### config.mk
export PLATFORM = sky130hd
export DESIGN_NAME = axi_lite_mst
export DESIGN_NICKNAME = d
export VERILOG_FILES = /design/src/rtl/axi_lite_pkg.sv /design/src/rtl/axi_lite_mst_wdog.sv /design/src/rtl/axi_lite_mst.sv
export SDC_FILE = /design/constraint.sdc
export NUM_CORES = 1
export LEC_CHECK = 0
export CAP_MARGIN = 25
export CORE_MARGIN = 5
export CORE_UTILIZATION = 38
export DETAILED_ROUTE_END_ITERATION = 8
export PLACE_DENSITY = 0.86
export SYNTH_ARGS = -nofsm -noshare
export SYNTH_HDL_FRONTEND = slang
export SYNTH_SLANG_ARGS = --single-unit
### constraint.sdc
create_clock -name clk -period 2 [get_ports clk]
set_clock_uncertainty 0.15 [all_clocks]
set_input_delay 0.4 -clock clk [delete_from_list [all_inputs] [get_ports clk]]
set_output_delay 0.4 -clock clk [all_outputs]
set_load 0.01 [all_outputs]
### src/rtl/axi_lite_pkg.sv
// axi_lite_pkg: shared types for the AXI4-Lite master slice.
// Holds the master FSM state encoding and the AXI response codes.
package axi_lite_pkg;

    // Master FSM states, one outstanding transaction at a time.
    typedef enum logic [2:0] {
        IDLE,
        WR_REQ,
        WR_RESP,
        RD_REQ,
        RD_DATA,
        RSP
    } state_e;

    // AXI BRESP/RRESP encodings.
    localparam logic [1:0] OKAY   = 2'b00;
    localparam logic [1:0] EXOKAY = 2'b01;
    localparam logic [1:0] SLVERR = 2'b10;
    localparam logic [1:0] DECERR = 2'b11;

    // True for the two error encodings; handy for controllers consuming rsp_resp_o.
    function automatic logic resp_is_error(input logic [1:0] resp);
        return (resp == SLVERR) || (resp == DECERR);
    endfunction

endpackage

### src/rtl/axi_lite_mst_wdog.sv
// axi_lite_mst_wdog: per-state watchdog for axi_lite_mst.
// Instantiated only when AXI_LITE_MST_TIMEOUT_EN is defined.
// The count restarts whenever the master changes state or leaves the
// monitored states; expire is high during the TIMEOUT_CYC-th cycle spent
// in one monitored state.
module axi_lite_mst_wdog #(
    parameter int TIMEOUT_CYC = 1024
) (
    input  logic clk,
    input  logic rst_n,
    input  logic en,
    input  logic clr,
    output logic expire
);

    localparam int CW = (TIMEOUT_CYC < 2) ? 1 : $clog2(TIMEOUT_CYC);

    logic [CW-1:0] cnt_q;

    assign expire = en && (cnt_q == CW'(TIMEOUT_CYC - 1));

    // Cycle counter: cleared outside monitored states and on every state change.
    always_ff @(posedge clk or negedge rst_n) begin
        if (!rst_n) begin
            cnt_q <= '0;
        end else if (clr || !en) begin
            cnt_q <= '0;
        end else if (!expire) begin
            cnt_q <= cnt_q + CW'(1);
        end
    end

endmodule

### src/rtl/axi_lite_mst.sv
// axi_lite_mst: AXI4-Lite master turning single-beat local commands into
// AXI-Lite write (AW+W then B) or read (AR then R) transactions, one at a
// time. Every output comes straight from a flop.
// Optional feature: define AXI_LITE_MST_TIMEOUT_EN to add a per-state
// watchdog that aborts a stuck transaction after TIMEOUT_CYC cycles with
// rsp_resp_o = SLVERR and rsp_timeout_o = 1.
module axi_lite_mst
    import axi_lite_pkg::*;
#(
    parameter int BW          = 32,
    parameter int AW          = 32,
    parameter int TIMEOUT_CYC = 1024
) (
    input  logic            clk,
    input  logic            rst_n,
    // local command port
    input  logic            cmd_valid_i,
    output logic            cmd_ready_o,
    input  logic            cmd_write_i,
    input  logic [AW-1:0]   cmd_addr_i,
    input  logic [BW-1:0]   cmd_wdata_i,
    // local response port
    output logic            rsp_valid_o,
    input  logic            rsp_ready_i,
    output logic [BW-1:0]   rsp_rdata_o,
    output logic [1:0]      rsp_resp_o,
    output logic            rsp_timeout_o,
    // write address channel
    output logic            AWVALID_o,
    input  logic            AWREADY_i,
    output logic [AW-1:0]   AWADDR_o,
    // write data channel
    output logic            WVALID_o,
    input  logic            WREADY_i,
    output logic [BW-1:0]   WDATA_o,
    output logic [BW/8-1:0] WSTRB_o,
    // write response channel
    input  logic            BVALID_i,
    output logic            BREADY_o,
    input  logic [1:0]      BRESP_i,
    // read address channel
    output logic            ARVALID_o,
    input  logic            ARREADY_i,
    output logic [AW-1:0]   ARADDR_o,
    // read data channel
    input  logic            RVALID_i,
    output logic            RREADY_o,
    input  logic [BW-1:0]   RDATA_i,
    input  logic [1:0]      RRESP_i
);

    state_e        state_q, state_d;

    logic          aw_done_q, aw_done_d;
    logic          w_done_q, w_done_d;
    logic [AW-1:0] addr_q, addr_d;
    logic [BW-1:0] wdata_q, wdata_d;
    logic [BW-1:0] rdata_q, rdata_d;
    logic [1:0]    resp_q, resp_d;
    logic          timeout_q, timeout_d;

    logic          cmd_ready_q, cmd_ready_d;
    logic          rsp_valid_q, rsp_valid_d;
    logic          awvalid_q, awvalid_d;
    logic          wvalid_q, wvalid_d;
    logic          bready_q, bready_d;
    logic          arvalid_q, arvalid_d;
    logic          rready_q, rready_d;

    logic          wdog_expire;

`ifdef AXI_LITE_MST_TIMEOUT_EN
    logic wdog_en;
    logic wdog_clr;

    assign wdog_en  = (state_q != IDLE) && (state_q != RSP);
    assign wdog_clr = (state_d != state_q);

    axi_lite_mst_wdog #(
        .TIMEOUT_CYC (TIMEOUT_CYC)
    ) u_wdog (
        .clk    (clk),
        .rst_n  (rst_n),
        .en     (wdog_en),
        .clr    (wdog_clr),
        .expire (wdog_expire)
    );
`else
    logic unused_timeout_cyc;

    assign wdog_expire        = 1'b0;
    assign unused_timeout_cyc = ^TIMEOUT_CYC;
`endif

    // Next state, captured fields and next registered outputs.
    // NOTE: every variable gets its default before the case so no path leaves one unassigned (no latches).
    always_comb begin
        state_d     = state_q;
        aw_done_d   = aw_done_q;
        w_done_d    = w_done_q;
        addr_d      = addr_q;
        wdata_d     = wdata_q;
        rdata_d     = rdata_q;
        resp_d      = resp_q;
        timeout_d   = timeout_q;

        unique case (state_q)
            IDLE: begin
                if (cmd_valid_i && cmd_ready_q) begin
                    addr_d    = cmd_addr_i;
                    wdata_d   = cmd_wdata_i;
                    aw_done_d = 1'b0;
                    w_done_d  = 1'b0;
                    rdata_d   = '0;
                    resp_d    = OKAY;
                    timeout_d = 1'b0;
                    state_d   = cmd_write_i ? WR_REQ : RD_REQ;
                end
            end
            WR_REQ: begin
                // AW and W complete independently; same-cycle readies finish both.
                aw_done_d = aw_done_q || (awvalid_q && AWREADY_i);
                w_done_d  = w_done_q  || (wvalid_q  && WREADY_i);
                if (aw_done_d && w_done_d) begin
                    state_d = WR_RESP;
                end
            end
            WR_RESP: begin
                if (bready_q && BVALID_i) begin
                    resp_d  = BRESP_i;
                    state_d = RSP;
                end
            end
            RD_REQ: begin
                if (arvalid_q && ARREADY_i) begin
                    state_d = RD_DATA;
                end
            end
            RD_DATA: begin
                if (rready_q && RVALID_i) begin
                    rdata_d = RDATA_i;
                    resp_d  = RRESP_i;
                    state_d = RSP;
                end
            end
            RSP: begin
                if (rsp_ready_i) begin
                    state_d = IDLE;
                end
            end
            default: begin
                state_d = IDLE;
            end
        endcase

        // A stuck request or response phase is abandoned as a slave error.
        if (wdog_expire) begin
            state_d   = RSP;
            rdata_d   = '0;
            resp_d    = SLVERR;
            timeout_d = 1'b1;
        end

        // Outputs are decoded from the next state so they leave a flop directly.
        cmd_ready_d = (state_d == IDLE);
        rsp_valid_d = (state_d == RSP);
        awvalid_d   = (state_d == WR_REQ) && !aw_done_d;
        wvalid_d    = (state_d == WR_REQ) && !w_done_d;
        bready_d    = (state_d == WR_RESP);
        arvalid_d   = (state_d == RD_REQ);
        rready_d    = (state_d == RD_DATA);
    end

    // State register.
    // NOTE: sequential blocks use non-blocking assignments so every flop samples pre-edge values.
    always_ff @(posedge clk or negedge rst_n) begin
        if (!rst_n) begin
            state_q <= IDLE;
        end else begin
            state_q <= state_d;
        end
    end

    // Datapath and handshake output registers.
    always_ff @(posedge clk or negedge rst_n) begin
        if (!rst_n) begin
            aw_done_q   <= 1'b0;
            w_done_q    <= 1'b0;
            addr_q      <= '0;
            wdata_q     <= '0;
            rdata_q     <= '0;
            resp_q      <= OKAY;
            timeout_q   <= 1'b0;
            cmd_ready_q <= 1'b0;
            rsp_valid_q <= 1'b0;
            awvalid_q   <= 1'b0;
            wvalid_q    <= 1'b0;
            bready_q    <= 1'b0;
            arvalid_q   <= 1'b0;
            rready_q    <= 1'b0;
        end else begin
            aw_done_q   <= aw_done_d;
            w_done_q    <= w_done_d;
            addr_q      <= addr_d;
            wdata_q     <= wdata_d;
            rdata_q     <= rdata_d;
            resp_q      <= resp_d;
            timeout_q   <= timeout_d;
            cmd_ready_q <= cmd_ready_d;
            rsp_valid_q <= rsp_valid_d;
            awvalid_q   <= awvalid_d;
            wvalid_q    <= wvalid_d;
            bready_q    <= bready_d;
            arvalid_q   <= arvalid_d;
            rready_q    <= rready_d;
        end
    end

    assign cmd_ready_o   = cmd_ready_q;
    assign rsp_valid_o   = rsp_valid_q;
    assign rsp_rdata_o   = rdata_q;
    assign rsp_resp_o    = resp_q;
    assign rsp_timeout_o = timeout_q;

    assign AWVALID_o     = awvalid_q;
    assign AWADDR_o      = addr_q;
    assign WVALID_o      = wvalid_q;
    assign WDATA_o       = wdata_q;
    assign WSTRB_o       = '1;
    assign BREADY_o      = bready_q;
    assign ARVALID_o     = arvalid_q;
    assign ARADDR_o      = addr_q;
    assign RREADY_o      = rready_q;

endmodule

== Yosys cells after proc, flatten, opt, wreduce, memory -nomap -nowiden ==
Cells that the tools add are included.
Storage, ports and cells
  register bits: 110
  input bits: 110
  output and inout bits: 142
  word-level logic and storage cells: 66
Cells by class
  muxes and demuxes: 19
  equal/unequal tests: 13
  reduce and logical (&&, ||, !) cells: 20
Operator list (count)
  32-bit 2-to-1 mux: 2
  32-bit case mux with 2 select lines: 1
  3-bit 2-to-1 mux: 6
  3-bit case mux with 6 select lines: 1
  3-bit by 2-bit equality test with 1-bit output (second input constant): 4
  3-bit equality test (second input constant): 4
  1-bit logical AND: 9
  2-bit 2-to-1 mux: 4
  3-bit by 1-bit equality test with 1-bit output (second input constant): 2
  3-bit zero test: 2
  2-bit inequality test (second input constant): 3
  2-bit case mux with 3 select lines: 1
  1-bit case mux with 2 select lines: 2
  4-bit AND reduction: 1
  3-bit AND reduction: 1
  3-bit nonzero test: 1
  1-bit zero test: 2
  1-bit logical OR: 2
  1-bit 2-to-1 mux: 2
  2-bit AND reduction: 1
  2-bit nonzero test: 1

== Logic depth before layout (Yosys ltp) ==
  word-level depth: 7
  mapped depth: 6
  mapped depth without buffers: 4

== Worst setup path before layout ==
No wires, ideal clock.
  kind: flip-flop to flip-flop
  start: register state_q[1]
  end: register addr_q[0], in the netlist ARADDR_o[0]
  path slack: 193 ps
  clock period less this slack: 1807 ps
  required time: 1722 ps
  stages on the path, launching flop included: 7
  arrival: 1529 ps
  path through: dfrtp_1 -> buf_2 -> and3b_1 -> nand2_1 -> buf_2 -> buf_2 -> mux2_1
Between the ends
  cells in the longest elaborated chain, start to end: 2
RTL lines
  start, declared: line axi_lite_mst.sv:52  | state_e state_q, state_d;
  start signal, assigned: line axi_lite_mst.sv:180  | state_q <= state_d;
  3-bit zero test: line axi_lite_mst.sv:107  | unique case (state_q)
  2-bit AND reduction (no line)
  end signal, assigned: line axi_lite_mst.sv:204  | addr_q <= addr_d;
  end, declared: line axi_lite_mst.sv:56  | logic [AW-1:0] addr_q, addr_d;
Every way passes these cells.
A chain may end at the register's enable or synchronous reset.

== Worst setup path after layout ==
  start: register cmd_ready_q, in the netlist cmd_ready_o
  end: output cmd_ready_o
RTL lines
  start, declared: line axi_lite_mst.sv:62  | logic cmd_ready_q, cmd_ready_d;
  start signal, assigned: line axi_lite_mst.sv:209  | cmd_ready_q <= cmd_ready_d;
  end, declared: line axi_lite_mst.sv:18  | output logic cmd_ready_o,
No word-level cell between the ends.

==> flow_summary.ini <==
[timing]
report.final.setup_viol = 0
drv_slew = 0
maxClockFrequency_mhz = 529
post-route-period-util_pct = 94.4
finalWorstPathRequiredPeriod_ps = 1890
hold_violations = 0
setup-tns-final_ps = 0

[logic_synthesis]
postSynthAreaPerCell_um2 = 14.5
postSynthCellCount = 305
synth_sequential_area_ratio_pct = 62.3
post-synth-top-area-fraction_pct = 62.3
synth.area.top_cells = sky130_fd_sc_hd__dfrtp_1 62%, sky130_fd_sc_hd__mux2_1 17%, sky130_fd_sc_hd__a22o_1 6.3%
synth.cell_area_um2 = 4420
synth_seq_cells = 110
ys.warnings.count = 0
netlist-cell-type-count = 30
list_of_most_frequent_post_synthesis_cells = 110 x sky130_fd_sc_hd__dfrtp_1, 66 x sky130_fd_sc_hd__mux2_1, 37 x sky130_fd_sc_hd__buf_4, 32 x sky130_fd_sc_hd__a22o_1, 12 x sky130_fd_sc_hd__buf_2
dominant_cell_by_count_in_the_synthesized_netlist = sky130_fd_sc_hd__dfrtp_1
synthFlopType = sky130_fd_sc_hd__dfrtp_1
asyncSetResetFlopFracSynth_pct = 100
synth_edf_count = 0
synth_area_leader_cell = sky130_fd_sc_hd__dfrtp_1

[worst_setup_path]
worst_setup_path_start_kind = flop
worst-path-max-fanout = 4
max_stage_delay_ps = 580
worstRegToRegCells = 4
arrival_ps = 1340
critical_path.reg2reg.startpoint = state_q[0]$_DFF_PN0_
cp.required_ps = 1450
worst-r2r-setup-slack_ps = 110
regToRegEndpoint = BREADY_o$_DFF_PN0_
critical_path_type = reg2out
critical_path.top_delay_family = buffers and inverters
cp-end-kind = output port
crit_chain = clkdlybuf4s50_1
number_of_buffers_and_inverters_on_the_critical_path = 1
critical_path.slowest_cell = sky130_fd_sc_hd__clkdlybuf4s50_1

[clock_network]
cts_buf_count = 9
cts_num_sinks = 110
clkLatencyLatePin_ps = 330
tritoncts_clock_tree = built
clk_transition_reported_paths_ps = 70
clock-root-buffer = sky130_fd_sc_hd__clkbuf_16
clk_buf_depth = 2
htree_levels = 3

[detailed_routing]
detailedRoute.firstIterationViolations = 153
drc_errors = 0
wl_um = 12000
postRouteAntennaNets = 0
drt_pre_antenna_iters = 4
routed_wire_length_per_instance_um = 17.8
detailroute.via_count = 3304
viasPerCell = 4.92

[place]
gp_congestion = 0.825
numPortBuffers = 246
post-dp-hpwl_um = 9520

[die]
fp.dieArea_um2 = 13900
pin_count = 252
site_row_count = 39
dieWidth_um = 118
initial_utilization_pct = 38.7
floorplan.die.height_um = 118
core_region_area_um2 = 11400

[run]
max-cap-violations = 0

[global_route]
grt_antenna_before_repair = 0
groute.usage.overall_pct = 17.0
largest_net_degree_at_the_start_of_global_routing = 59
total_overflow_reported_by_the_global_router = 0
grt_first_pass_wirelength_um = 19300
grt_pass1_vias = 3690

[run_status]
outcome = complete, no violations

[layout]
layout-drive-gt1-share_pct = 6.43
nNetsFinal = 634
antenna_cells = 0
area.growth.synth_to_final_pct = 62.7

[hold_path]
hold_path.class = in2async

[power]
p_leak_nw = 3.08
powerDensity_nw_per_um2 = 1350
vdd.ir_drop.worst_v = 0.000955
total_power_w = 0.00973
==> area by class of cell <==
type                       count  area [um2]
multi-input combinational    146        1350
tap                          143         179
sequential                   110        2750
timing repair buffer         257        2610
fill                         869        4230
clock inverter                 6        67.6
clock buffer                  10         239
==> power breakdown <==
group	leakage [nW]	total (W)	switching, W	internal [W]
clock	0.145	0.00180	0.000792	0.00101
sequential	1.40	0.00355	0.000538	0.00301
combinational	1.54	0.00438	0.00172	0.00266
total	3.08	0.00973	0.00305	0.00668
==> layer usage <==
metal / GRT usage [%] / wire, um / part of all wire [%] / up-vias
li1: - / - / - / 1497
met1: 19.7 / 4540 / 38 / 1602
met4: 6.16 / 223 / 1.9 / 0
met3: 5.24 / 1060 / 8.9 / 18
met2: 29.5 / 6150 / 51 / 187
met5: 0 / 0 / 0 / -
==> stage by stage <==
stage	instance area (um2)	std cells	utilization, %	hold WS [ps]	setup slack (ps)
CTS	7180	672	62.9	236	96.7
floorplan	4430	308	-	-45.6	193
detailed placement	6860	655	60.1	60.4	-199
finish	7190	672	63.0	251	111
global route	7190	672	63.0	261	-5.92
global placement	6860	655	60.1	58.2	-126
==> state kept, by name, indices dropped and copies added, names as in the netlist <==
signal	count
ARADDR_o	32
WDATA_o	32
rsp_rdata_o	32
state_q	3
rsp_resp_o	2
ARVALID_o	1
AWVALID_o	1
BREADY_o	1
RREADY_o	1
WVALID_o	1
aw_done_q	1
cmd_ready_o	1
rsp_valid_o	1
w_done_q	1
==> how the worst max path moves through the flow <==
stage,depth (start not counted),end,from
floorplan,6,ARADDR_o[0]$_DFFE_PN0P_,state_q[1]$_DFF_PN0_
global placement,5,ARADDR_o[17]$_DFFE_PN0P_,cmd_valid_i
detailed placement,6,AWVALID_o$_DFF_PN0_,cmd_valid_i
CTS,3,AWVALID_o$_DFF_PN0_,state_q[2]$_DFF_PN0_
global route,5,AWVALID_o$_DFF_PN0_,state_q[1]$_DFF_PN0_
finish,1,cmd_ready_o,cmd_ready_o$_DFF_PN0_
==> cells in the final DEF, fill, tap and decap left out, drive strengths merged, types with 2 or more instances in the layout <==
cell type        n
clkdlybuf4s50  245
dfrtp          110
mux2            66
a22o            32
buf             11
clkbuf          10
a21oi            6
nand2            6
conb             5
nor2             4
nor2b            3
and3b            2
o31ai            2
and2             2
a22oi            2
inv              2
clkinvlp         2
a32oi            2
nor4b            2
==> cell families after synthesis <==
group,share of synthesized area [%]
compound gates,9.54
mux,16.8
other cells,0.170
flops,62.3
simple gates,3.34
buf+inv,7.89
==> worst reg2reg max path, stage by stage, from the launching register on <==
cell	delay [ps]
sky130_fd_sc_hd__dfrtp_1	510
sky130_fd_sc_hd__or3b_1	450
sky130_fd_sc_hd__or3_1	410
sky130_fd_sc_hd__o211ai_2	130
sky130_fd_sc_hd__nor2b_1	170
==> what timing repair did <==
action,CTS,global route
gates resized for setup,0,3
hold buffers,1,0
hold endpoints to repair,110,0
setup buffers,0,0
setup endpoints to repair,0,10
Power figures use the tool's default switching activity.
